`src/rtl/lsu_pkg.sv`:
```
// Shared types and constants for the load/store unit.
// Size codes, FSM state encoding and lane geometry.
package lsu_pkg;

  localparam logic [1:0] SZ_BYTE = 2'b00;
  localparam logic [1:0] SZ_HALF = 2'b01;
  localparam logic [1:0] SZ_WORD = 2'b10;

  localparam int OFF_W  = 2;
  localparam int LANE_W = 8;

  typedef enum logic [2:0] {
    ST_IDLE,
    ST_LOAD,
    ST_STORE,
    ST_RMW_RD,
    ST_RMW_WR
  } lsu_state_t;

  // Reserved size code 2'b11 is handled as a word.
  function automatic logic is_word(input logic [1:0] sz);
    return sz[1];
  endfunction

endpackage

```
`src/rtl/lsu_lane_align.sv`:
```
// Lane extraction with sign/zero extension for loads and
// lane merge for sub-word stores (little-endian lanes).
module lsu_lane_align
  import lsu_pkg::*;
(
  input  logic [31:0]      word,
  input  logic [31:0]      wdata,
  input  logic [1:0]       size,
  input  logic [OFF_W-1:0] off,
  input  logic             sign_ext,
  output logic [31:0]      ext,
  output logic [31:0]      merged
);

  logic [4:0]        bsh;
  logic [4:0]        hsh;
  logic [LANE_W-1:0] b;
  logic [15:0]       h;

  assign bsh = {off, 3'b000};
  assign hsh = {off[1], 4'b0000};
  assign b   = word[bsh +: LANE_W];
  assign h   = word[hsh +: 16];

  // Extract the addressed lane and extend it to 32 bits
  always_comb begin
    ext = word;
    unique case (1'b1)
      is_word(size):     ext = word;
      (size == SZ_HALF): ext = {{16{sign_ext & h[15]}}, h};
      default:           ext = {{24{sign_ext & b[7]}}, b};
    endcase
  end

  // Replace the addressed lane(s) of the old word with store data
  always_comb begin
    merged = word;
    unique case (1'b1)
      is_word(size):     merged = wdata;
      (size == SZ_HALF): merged[hsh +: 16] = wdata[15:0];
      default:           merged[bsh +: LANE_W] = wdata[7:0];
    endcase
  end

endmodule

```
`src/rtl/load_store_unit.sv`:
```
// Byte/half/word load-store front end for a word-indexed memory.
// Define MISALIGN_TRAP_EN to trap misaligned accesses with fault.
module load_store_unit
  import lsu_pkg::*;
#(
  parameter int ADDR_W = 32
) (
  input  logic              clk,
  input  logic              rst_n,
  input  logic              req,
  input  logic              we,
  input  logic [1:0]        size,
  input  logic              sign_ext,
  input  logic [ADDR_W-1:0] addr,
  input  logic [31:0]       wdata,
  output logic              ready,
  output logic              done,
  output logic [31:0]       rdata,
  output logic              fault,
  output logic [ADDR_W-1:0] mem_addr,
  output logic              mem_read,
  output logic              mem_write,
  output logic [31:0]       mem_wdata,
  input  logic [31:0]       mem_rdata
);

  lsu_state_t        state;
  logic [ADDR_W-1:0] addr_q;
  logic [1:0]        size_q;
  logic              sx_q;
  logic [31:0]       wdata_q;
  logic [31:0]       merged_q;
  logic [31:0]       ext;
  logic [31:0]       merged;
  logic [ADDR_W-1:0] addr_in;
  logic              trap;

`ifdef MISALIGN_TRAP_EN
  assign trap = is_word(size) ? (|addr[1:0])
                              : ((size == SZ_HALF) & addr[0]);
`else
  assign trap = 1'b0;
`endif

  // Force low address bits to the natural alignment of the size
  always_comb begin
    addr_in = addr;
    unique case (1'b1)
      is_word(size):     addr_in[1:0] = 2'b00;
      (size == SZ_HALF): addr_in[0]   = 1'b0;
      default:           addr_in      = addr;
    endcase
  end

  lsu_lane_align u_align (
    .word     (mem_rdata),
    .wdata    (wdata_q),
    .size     (size_q),
    .off      (addr_q[OFF_W-1:0]),
    .sign_ext (sx_q),
    .ext      (ext),
    .merged   (merged)
  );

  // Request capture, sequencing and completion flags
  always_ff @(posedge clk or negedge rst_n) begin
    if (!rst_n) begin
      state    <= ST_IDLE;
      addr_q   <= '0;
      size_q   <= SZ_BYTE;
      sx_q     <= 1'b0;
      wdata_q  <= '0;
      merged_q <= '0;
      rdata    <= '0;
      done     <= 1'b0;
      fault    <= 1'b0;
    end else begin
      done  <= 1'b0;
      fault <= 1'b0;
      unique case (state)
        ST_IDLE: begin
          if (req) begin
            addr_q  <= addr_in;
            size_q  <= size;
            sx_q    <= sign_ext;
            wdata_q <= wdata;
            if (trap) begin
              done  <= 1'b1;
              fault <= 1'b1;
            end else if (!we) begin
              state <= ST_LOAD;
            end else if (is_word(size)) begin
              state <= ST_STORE;
            end else begin
              state <= ST_RMW_RD;
            end
          end
        end
        ST_LOAD: begin
          rdata <= ext;
          done  <= 1'b1;
          state <= ST_IDLE;
        end
        ST_STORE: begin
          done  <= 1'b1;
          state <= ST_IDLE;
        end
        ST_RMW_RD: begin
          merged_q <= merged;
          state    <= ST_RMW_WR;
        end
        ST_RMW_WR: begin
          done  <= 1'b1;
          state <= ST_IDLE;
        end
        default: state <= ST_IDLE;
      endcase
    end
  end

  assign ready     = (state == ST_IDLE);
  assign mem_addr  = {2'b00, addr_q[ADDR_W-1:2]};
  assign mem_read  = (state == ST_LOAD) || (state == ST_RMW_RD);
  assign mem_write = (state == ST_STORE) || (state == ST_RMW_WR);

  // Write data is only driven in the two write states
  always_comb begin
    mem_wdata = '0;
    unique case (state)
      ST_STORE:  mem_wdata = wdata_q;
      ST_RMW_WR: mem_wdata = merged_q;
      default:   mem_wdata = '0;
    endcase
  end

endmodule

```
`config.mk`:
```
export PLATFORM = sky130hd
export DESIGN_NAME = load_store_unit
export DESIGN_NICKNAME = d
export VERILOG_FILES = /design/src/rtl/lsu_pkg.sv /design/src/rtl/lsu_lane_align.sv /design/src/rtl/load_store_unit.sv
export SDC_FILE = /design/constraint.sdc
export NUM_CORES = 1
export LEC_CHECK = 0
export CAP_MARGIN = 10
export CORE_MARGIN = 2
export CORE_UTILIZATION = 40
export DETAILED_ROUTE_END_ITERATION = 8
export PLACE_DENSITY = 0.72
export SETUP_SLACK_MARGIN = 0.5
export SYNTH_ARGS = -nofsm -noshare
export SYNTH_HDL_FRONTEND = slang
export SYNTH_SLANG_ARGS = --single-unit
```
`constraint.sdc`:
```
create_clock -name clk -period 2.81 [get_ports clk]
set_input_delay 0.4215 -clock clk [delete_from_list [all_inputs] [get_ports clk]]
set_output_delay 0.4215 -clock clk [all_outputs]
set_load 0.05 [all_outputs]
```
Word-level counts from Yosys, hierarchy flattened --
Cells that the tools add are included.
Operators by class: shifts and indexed selects 6, muxes and demuxes 12, $add $sub $neg 2, equality and inequality tests 7, bitwise logic cells 2, reduce and logical (&&, ||, !) cells 6
Operator list (number):
- 32-bit case mux with 2 select lines | 3
- 32-bit bitwise mux | 2
- 16-bit by 7-bit variable shift with 32-bit output (first input constant) | 1
- 8-bit by 7-bit variable shift with 32-bit output (first input constant) | 1
- 16-bit by 7-bit variable part select with 32-bit output | 1
- 32-bit by 6-bit variable part select with 16-bit output | 1
- 32-bit by 6-bit variable part select with 8-bit output | 1
- 8-bit by 7-bit variable part select with 32-bit output | 1
- 5-bit negation with 7-bit output | 2
- 3-bit by 2-bit equality test with 1-bit output (second input constant) | 2
- 3-bit case mux with 2 select lines | 1
- 2-bit by 1-bit equality test with 1-bit output (second input constant) | 2
- 1-bit 2-to-1 mux | 4
- 3-bit by 1-bit equality test with 1-bit output (second input constant) | 1
- 3-bit equality test (second input constant) | 1
- 3-bit zero test | 1
- 3-bit 2-to-1 mux | 1
- 3-bit OR reduction | 1
- 1-bit AND | 2
- 1-bit logical OR | 2
- 2-bit 2-to-1 mux | 1
- 2-bit != test (second input constant) | 1
- 2-bit AND reduction | 1
- 2-bit OR reduction | 1
Storage, ports and cells: bits of input ports 103, logic and storage cells 43, flip-flop bits (word level) 135

Longest topological paths before layout --
Gate-level depths: netlist of run 1.
depth in word-level cells 4, depth in mapped cells 10, mapped depth without buffers 6

Cells and area by module --
Synthesis of run 1 repeated with hierarchy kept, for this count alone.
Second synthesis, totals: cells, all modules 601, area total of the unflattened synthesis 7378.3 um^2
By module, submodules not included:
- load_store_unit | area an instance 5621.6 um^2, times used 1, seq. area each 3378.2 um^2, cells an instance 368
- lsu_lane_align | area an instance 1756.7 um^2, times used 1, seq. area each 0.0 um^2, cells an instance 233

Least setup slack after synthesis of run 1 --
Ideal clock, no wire load.
kind reg2reg, start reg state[1], end reg addr_q[10], data required time 2.693 ns, data arrival time 2.327 ns, setup time 0.117 ns, path buffers 2, stages on the path, launching flop included 7, path slack 0.367 ns, path through dfrtp_1 -> nor3_1 -> nand2_1 -> clkbuf_1 -> clkbuf_1 -> nand2_1 -> nand2_1
On the way: word-level cells in the longest chain between the ends 2
RTL lines:
- from (decl) | RTL line load_store_unit.sv:27 | lsu_state_t state;
- from (signal assigned) | RTL line load_store_unit.sv:68 | state <= ST_IDLE;
- from (signal assigned) | RTL line load_store_unit.sv:91 | state <= ST_LOAD;
- from (signal assigned) | RTL line load_store_unit.sv:93 | state <= ST_STORE;
- 3-bit zero test
- net ready | RTL line load_store_unit.sv:16 | output logic ready,
- 2-bit AND reduction (no line)
- to (signal assigned) | RTL line load_store_unit.sv:83 | addr_q <= addr_in;
- to (decl) | RTL line load_store_unit.sv:28 | logic [ADDR_W-1:0] addr_q;
The timed path passes the listed nets, and every way through them passes these cells. A chain may end at the register's enable or synchronous reset.

Final worst setup path of run 1 --
start reg state[1], end out mem_wdata[0]
On the way: word-level cells in the longest chain between the ends 2, elaborated cells on any way between the ends 3, those cells by class eq/ne: 2; mux: 1
RTL lines:
- 3-bit equality test / 3-bit by 2-bit equality test with 1-bit output (equally long branches) | RTL line load_store_unit.sv:129 | unique case (state)
- 32-bit case mux with 2 select lines (*) | RTL line load_store_unit.sv:129
- to (decl) | RTL line load_store_unit.sv:23 | output logic [31:0] mem_wdata,
Every way passes the cells marked *; elsewhere a longest branch is shown, timed or not.

==> reports/metrics.csv, run 1 <==
metric,value,unit
status,"finished, violations left",
violations,negative hold slack,
grt_pass1_vias,6515,
die_w,137,um
syn_inst,801,
ios,204,
post-route-drc-count,0,
ys.flop_type,dfrtp_1,
cts_buffers,17,
routed_wirelength,22600,um
holdWs,-0.00454,ns
yosysSeqAreaShare,0.475,
htree_num_levels,4,
yosys-top-cells-area,"dfrtp_1 47%, nand2_1 13%, a22o_1 4.7%, buf_4 3.9%, nor2_1 3.3%",
peakVddDrop,0.502,mV
register_area,3380,um^2
r2r_end,merged_q[26],
dieArea,18900,um^2
die_h,137,um
vias,6549,
yosys.area.top_type,dfrtp_1,
grt_overflow,0,
track_usage,0.247,
drt_pass1_iterations,7,
drv_slew,0,
crit_type,flip-flop to primary output,
clk_pin_slew,0.06,ns
cts_tree,built,
ant_nets,0,
r2r_start,addr_q[1],
fp-row-count,48,
clk_latency,0.42,ns
fillers,1520,
drive_gt1_frac,0.102,
crit_required,2.39,ns
synth.distinct_cells,52,
core_area,17400,um^2
arrival,1.80,ns
port_buffers,200,
timing.final.crit_period,2.22,ns
fin_ws,0.593,ns
slowest_stage,dfrtp_1,
setup_viol,0,
drv_cap,0,
drtIter0Drc,676,
hold_class,primary input to async pin,
ys_seq_elements,135,
power.density,872,nW/um^2
rsz0062_at_grt,true,
grt_pass1_wl,35400,um
endpoint_kind,primary output,
cts_root_buffer,clkbuf_16,
crit_fanout,33,
async_flop_share,1.00,
grt_max_degree,72,
cp_cell_sequence,"nor3b_2, buf_8, a22o_1, buf_12",
post_drt_via_cell_ratio,5.52,
reg2reg_slack,0.60,ns
fin_nets,1057,
dp_hpwl,16000,um
finalClockSkew,0.00995,ns
period_share,0.789,
power_leakage,4.34,nW
pre_cts_ws,0.377,ns
area_delta_synth_final,37.7,%
slew_headroom,0.408,
multi_input_comb_area,3120,um^2
globalplace.congestion,0.922,
postSynthAreaPerCell,8.88,um^2
clk_path_buf_depth,2,
synth_edf_count,0,
antenna_found_initial,0,
critPathMaxStageDelay,0.44,ns
fmax,451,MHz
start_kind,flip-flop,
finalHoldViolCount,2,
tightest_slew,0.881,ns
rr_worst_depth,5,
antenna_cells,0,
yosys_warnings,0,
start_util,0.410,
wl_per_cell,19.1,um
cts.sinks,135,
synth_top_area_share,0.475,
synthesis.area,7120,um^2
p_total,8.54,mW
tns,0,ns
-- flip-flops by register name, summed over array words and instances (netlist names) --
name	count
rdata	32
state	3
addr_q	32
done	1
sx_q	1
size_q	2
wdata_q	32
merged_q	32
-- stage by stage --
step | cells | util | area, um^2 | hold WS [ns]
after global routing | 1186 | 0.564 | 9800 | 0.0447
after CTS | 1184 | 0.562 | 9750 | 0.0315
after global placement | 1153 | 0.526 | 9130 | 0.456
after detailed placement | 1153 | 0.526 | 9130 | 0.462
final | 1186 | 0.564 | 9800 | -0.00454
after floorplan | 803 | - | 7130 | 0.126
-- power breakdown --
group          switching [mW]  total (mW)  internal (mW)
combinational            2.06        3.24           1.18
sequential              0.462        2.97           2.51
clock                   0.822        2.33           1.51
total                    3.34        8.54           5.20
-- Yosys cell counts, drive strengths merged (3+ instances only) --
cell / instances
nand2: 249
o32ai: 8
nand2b: 7
a22oi: 9
a31oi: 27
buf: 62
nor2: 64
a222oi: 5
a221oi: 16
ha: 5
dfrtp: 135
nor3b: 3
mux2: 5
o311ai: 8
clkbuf: 29
a21oi: 29
nand4: 8
nor2b: 3
mux2i: 16
a22o: 38
nand3: 21
a21boi: 7
inv: 12
o21ai: 9
-- critical path, delay by kind of cell (launching register included) --
family / cells / cell delay, ns
buffers and inverters: 2 / 0.43
AO/OA/AOI/OAI: 1 / 0.26
AND/OR/NAND/NOR: 1 / 0.24
flip-flops: 1 / 0.44
-- layout by cell type, fill, tap and decap left out, types with 3 or more instances in the layout --
master	count
nand2_1	247
clkdlybuf4s50_1	164
dfrtp_1	134
nor2_1	62
a22o_1	38
a21oi_1	29
a31oi_1	27
buf_4	26
buf_12	23
nand3_1	21
clkbuf_16	17
a221oi_1	16
mux2i_1	16
inv_1	10
a22oi_1	9
nand4_1	8
o21ai_1	8
o311ai_1	8
o32ai_1	8
nand2b_1	7
a21boi_0	6
mux2_1	5
a222oi_1	5
clkbuf_8	5
ha_1	4
nor3b_2	3
nor2b_1	3
conb_1	3
bufinv_16	3
-- routing by layer --
metal	wire (um)	global-route usage	vias up
met3	2320	0.0765	46
met5	0	0	-
met1	9030	0.314	3135
met4	591	0.0830	0
met2	10700	0.399	331
li1	-	-	3037
-- final cells by class --
class	instances	area share
clock buffers	24	0.0512
clock inverters	7	0.0119
inverters	12	0.00460
multi-input cells	565	0.318
flip-flops and latches	135	0.345
well taps	225	0.0287
repair buffers	218	0.241
-- worst max-delay path by stage --
| stage | slack [ns] | from | end |
|---|---|---|---|
| global route | 0.46 | addr_q[1] | merged_q[26] |
| global placement | 0.49 | mem_rdata[31] | rdata[20] |
| detailed placement | 0.38 | mem_rdata[31] | rdata[18] |
| floorplan | 0.60 | addr_q[0] | merged_q[10] |
| finish | 0.59 | state[1] | mem_wdata[0] |
| CTS | 0.51 | state[0] | mem_wdata[0] |
-- what timing repair did --
action / 4_1_cts / 5_1_grt
gates resized for setup: 3 / 7
setup endpoints to repair: 3 / 54
buffers inserted: 0 / 2
endpoints found under the hold margin: 0 / 0
hold buffers: 0 / 0
pin swaps: 0 / 1
-- cell families after synthesis --
logic type      count (synthesis)  synth area share
simple gates                  371             0.220
compound gates                163             0.168
buf+inv                       103            0.0916
mux                            23            0.0367
flops                         135             0.475
fa+ha+maj                       5           0.00879
other cells                     1          0.000527
Power figures use the tool's default switching activity.
==> inputs of run 2 (changes only) <==
--- a/config.mk
+++ b/config.mk
@@ -9,7 +9,7 @@
 export CORE_MARGIN = 2
 export CORE_UTILIZATION = 40
 export DETAILED_ROUTE_END_ITERATION = 8
-export PLACE_DENSITY = 0.72
+export PLACE_DENSITY = 0.75
 export SETUP_SLACK_MARGIN = 0.5
 export SYNTH_ARGS = -nofsm -noshare
 export SYNTH_HDL_FRONTEND = slang
==> constraint.sdc (replaced) <==
create_clock -name clk -period 2 [get_ports clk]
set_input_delay 0.3 -clock clk [delete_from_list [all_inputs] [get_ports clk]]
set_output_delay 0.3 -clock clk [all_outputs]
set_load 0.05 [all_outputs]
==> run 2 against run 1 <==
The run ends with design-rule violations, negative setup slack left; core utilization rose by 18 points; final cell count increased by 9.4%; wire length increased by 52%; cell area increased by 32%; largest power group unchanged.
==> reports/metrics.csv, run 2 (same netlist as run 1, synthesis figures left out) <==
metric,value,unit,change
status,"finished, violations left",,
violations,"design-rule violations, negative setup slack",,
finalHoldViolCount,0,,-2
arrival,1.79,ns,about the same
grt_use_met3,0.100,,+0.0235
htree_num_levels,4,,unchanged
fmax,479,MHz,
wl_per_cell,26.4,um,+39%
power.density,1100,nW/um^2,+26%
clk_pin_slew,0.06,ns,about the same
cts_tree,built,,
final_area,12900,um^2,+32%
antenna_found_initial,1,,+1
drv_slew,0,,unchanged
drt_pass1_iterations,9,,+2
busiest_layer,met2,,
power_leakage,5.73,nW,+32%
finalClockSkew,0.0107,ns,+0.000790 ns
core_area,17400,um^2,unchanged
drv_cap,0,,unchanged
use_met1,0.388,,+0.0741
post_drt_via_cell_ratio,6.23,,+13%
fin_nets,1167,,+10%
final_cell_mix,"236 x nand2_1, 129 x dfrtp_1, 101 x clkdlybuf4s50_1",,
drive_gt1_frac,0.385,,+0.283
cts_buffers,17,,unchanged
start_kind,flip-flop,,
dp_hpwl,16900,um,+5.6%
post-route-drc-count,3,,+3
port_buffers,200,,unchanged
die_w,137,um,unchanged
routed_wirelength,34200,um,+52%
endpoint_kind,primary output,,
grt_max_degree,66,,-8.3%
period_share,1.04,,
hold_class,primary input to async pin,,
grt_pass1_vias,7878,,+21%
fin_cells,1297,,+9.4%
vias,8080,,+23%
dp_cells,1177,,+2.1%
crit_required,1.70,ns,-0.69 ns
ant_nets,0,,unchanged
ios,204,,unchanged
drtIter0Drc,920,,+36%
fp-row-count,48,,unchanged
setup_viol,34,,+34
rsz0062_at_grt,true,,
dieArea,18900,um^2,unchanged
grt_pass1_wl,46200,um,+31%
fin_ws,-0.0863,ns,-0.679 ns
use_met2,0.548,,+0.149
crit_fanout,8,,-76%
tightest_slew,0.736,ns,-0.145 ns
cts_root_buffer,clkbuf_16,,
clk_latency,0.44,ns,+0.02 ns
timing.final.crit_period,2.09,ns,
slew_headroom,0.509,,+0.101
crit_type,flip-flop to primary output,,
grt_overflow,0,,unchanged
place_area,10100,um^2,+10%
cts.sinks,135,,unchanged
die_h,137,um,unchanged
globalplace.congestion,0.889,,-3.6%
track_usage,0.331,,+0.0848
area_delta_synth_final,81.9,%,
tns,-2.31,ns,-2.31 ns
clk_path_buf_depth,2,,unchanged
layout_commonest_cell,nand2_1,,
peakVddDrop,0.742,mV,+48%
start_util,0.410,,unchanged
run 2: cell count changes in the layout (fill, tap and decap cells not counted), moves of 26 or more:
cell	delta
clkdlybuf4s50_1	-63
clkdlybuf4s15_2	+36
a22o_4	+32
buf_12	+32
a22o_1	-32
buf_6	+26
run 2: per-stage QoR:
step | hold slack (ns) | total power, mW | setup WS (ns) | util
final | 0.338 | 14.2 | -0.0863 | 0.746
after global routing | 0.360 | 14.6 | -0.111 | 0.746
after CTS | 0.349 | 13.5 | -0.0930 | 0.716
after detailed placement | 0.212 | 9.18 | 0.0122 | 0.581
after global placement | 0.213 | 9.09 | 0.0543 | 0.581
after floorplan | 0.00441 | 7.53 | 0.0285 | -
run 2: cell type report:
| class | instances | area, um^2 |
|---|---|---|
| multi-input combinational | 569 | 4400 |
| clock inverter | 8 | 146 |
| sequential | 135 | 3390 |
| clock buffer | 23 | 478 |
| inverter | 12 | 62.6 |
| fill | 1052 | 4410 |
| antenna | 1 | 2.50 |
| timing repair buffer | 324 | 4190 |
| tap | 225 | 282 |
run 2: power by group:
group | switching (mW) | internal [mW] | total [mW]
Clock | 1.25 | 2.18 | 3.42
Sequential | 0.864 | 3.53 | 4.40
Combinational | 3.81 | 2.55 | 6.36
Total | 5.92 | 8.25 | 14.2
run 2: critical path: stages, from the launching register on:
cell,delay (ns)
dfrtp_2,0.44
nor3b_4,0.17
buf_12,0.15
clkbuf_16,0.18
a22o_4,0.26
buf_12,0.14
run 2: final timing paths:
kind / from / endpoint / slack, ns / depth (start not counted)
worst min-delay path: rst_n / rdata[28] / 0.34 / 2
min in group clk: addr[7] / addr_q[7] / 0.39 / 3
worst min register to register: addr_q[9] / addr_q[9] / 0.47 / 2
worst max register to register: addr_q[1] / rdata[4] / -0.05 / 6
worst max-delay path: state[2] / mem_wdata[14] / -0.09 / 5
max in group asynchronous: rst_n / addr_q[27] / 1.05 / 3
run 2: repair_timing:
| item | 4_1_cts | 5_1_grt |
|---|---|---|
| buffers inserted | 40 | 13 |
| hold endpoints to repair | 31 | 0 |
| resized for setup | 335 | 100 |
| cloned | 24 | 10 |
| hold buffers | 1 | 0 |
| setup endpoints to repair | 224 | 192 |
| pin swaps | 57 | 52 |
run 2: per-layer routing:
layer | routed length, um | part of all wire | vias up
met4 | 2560 | 0.075 | 0
met2 | 15900 | 0.47 | 708
li1 | - | - | 3286
met3 | 3940 | 0.12 | 224
met5 | 0 | 0 | -
met1 | 11800 | 0.34 | 3862
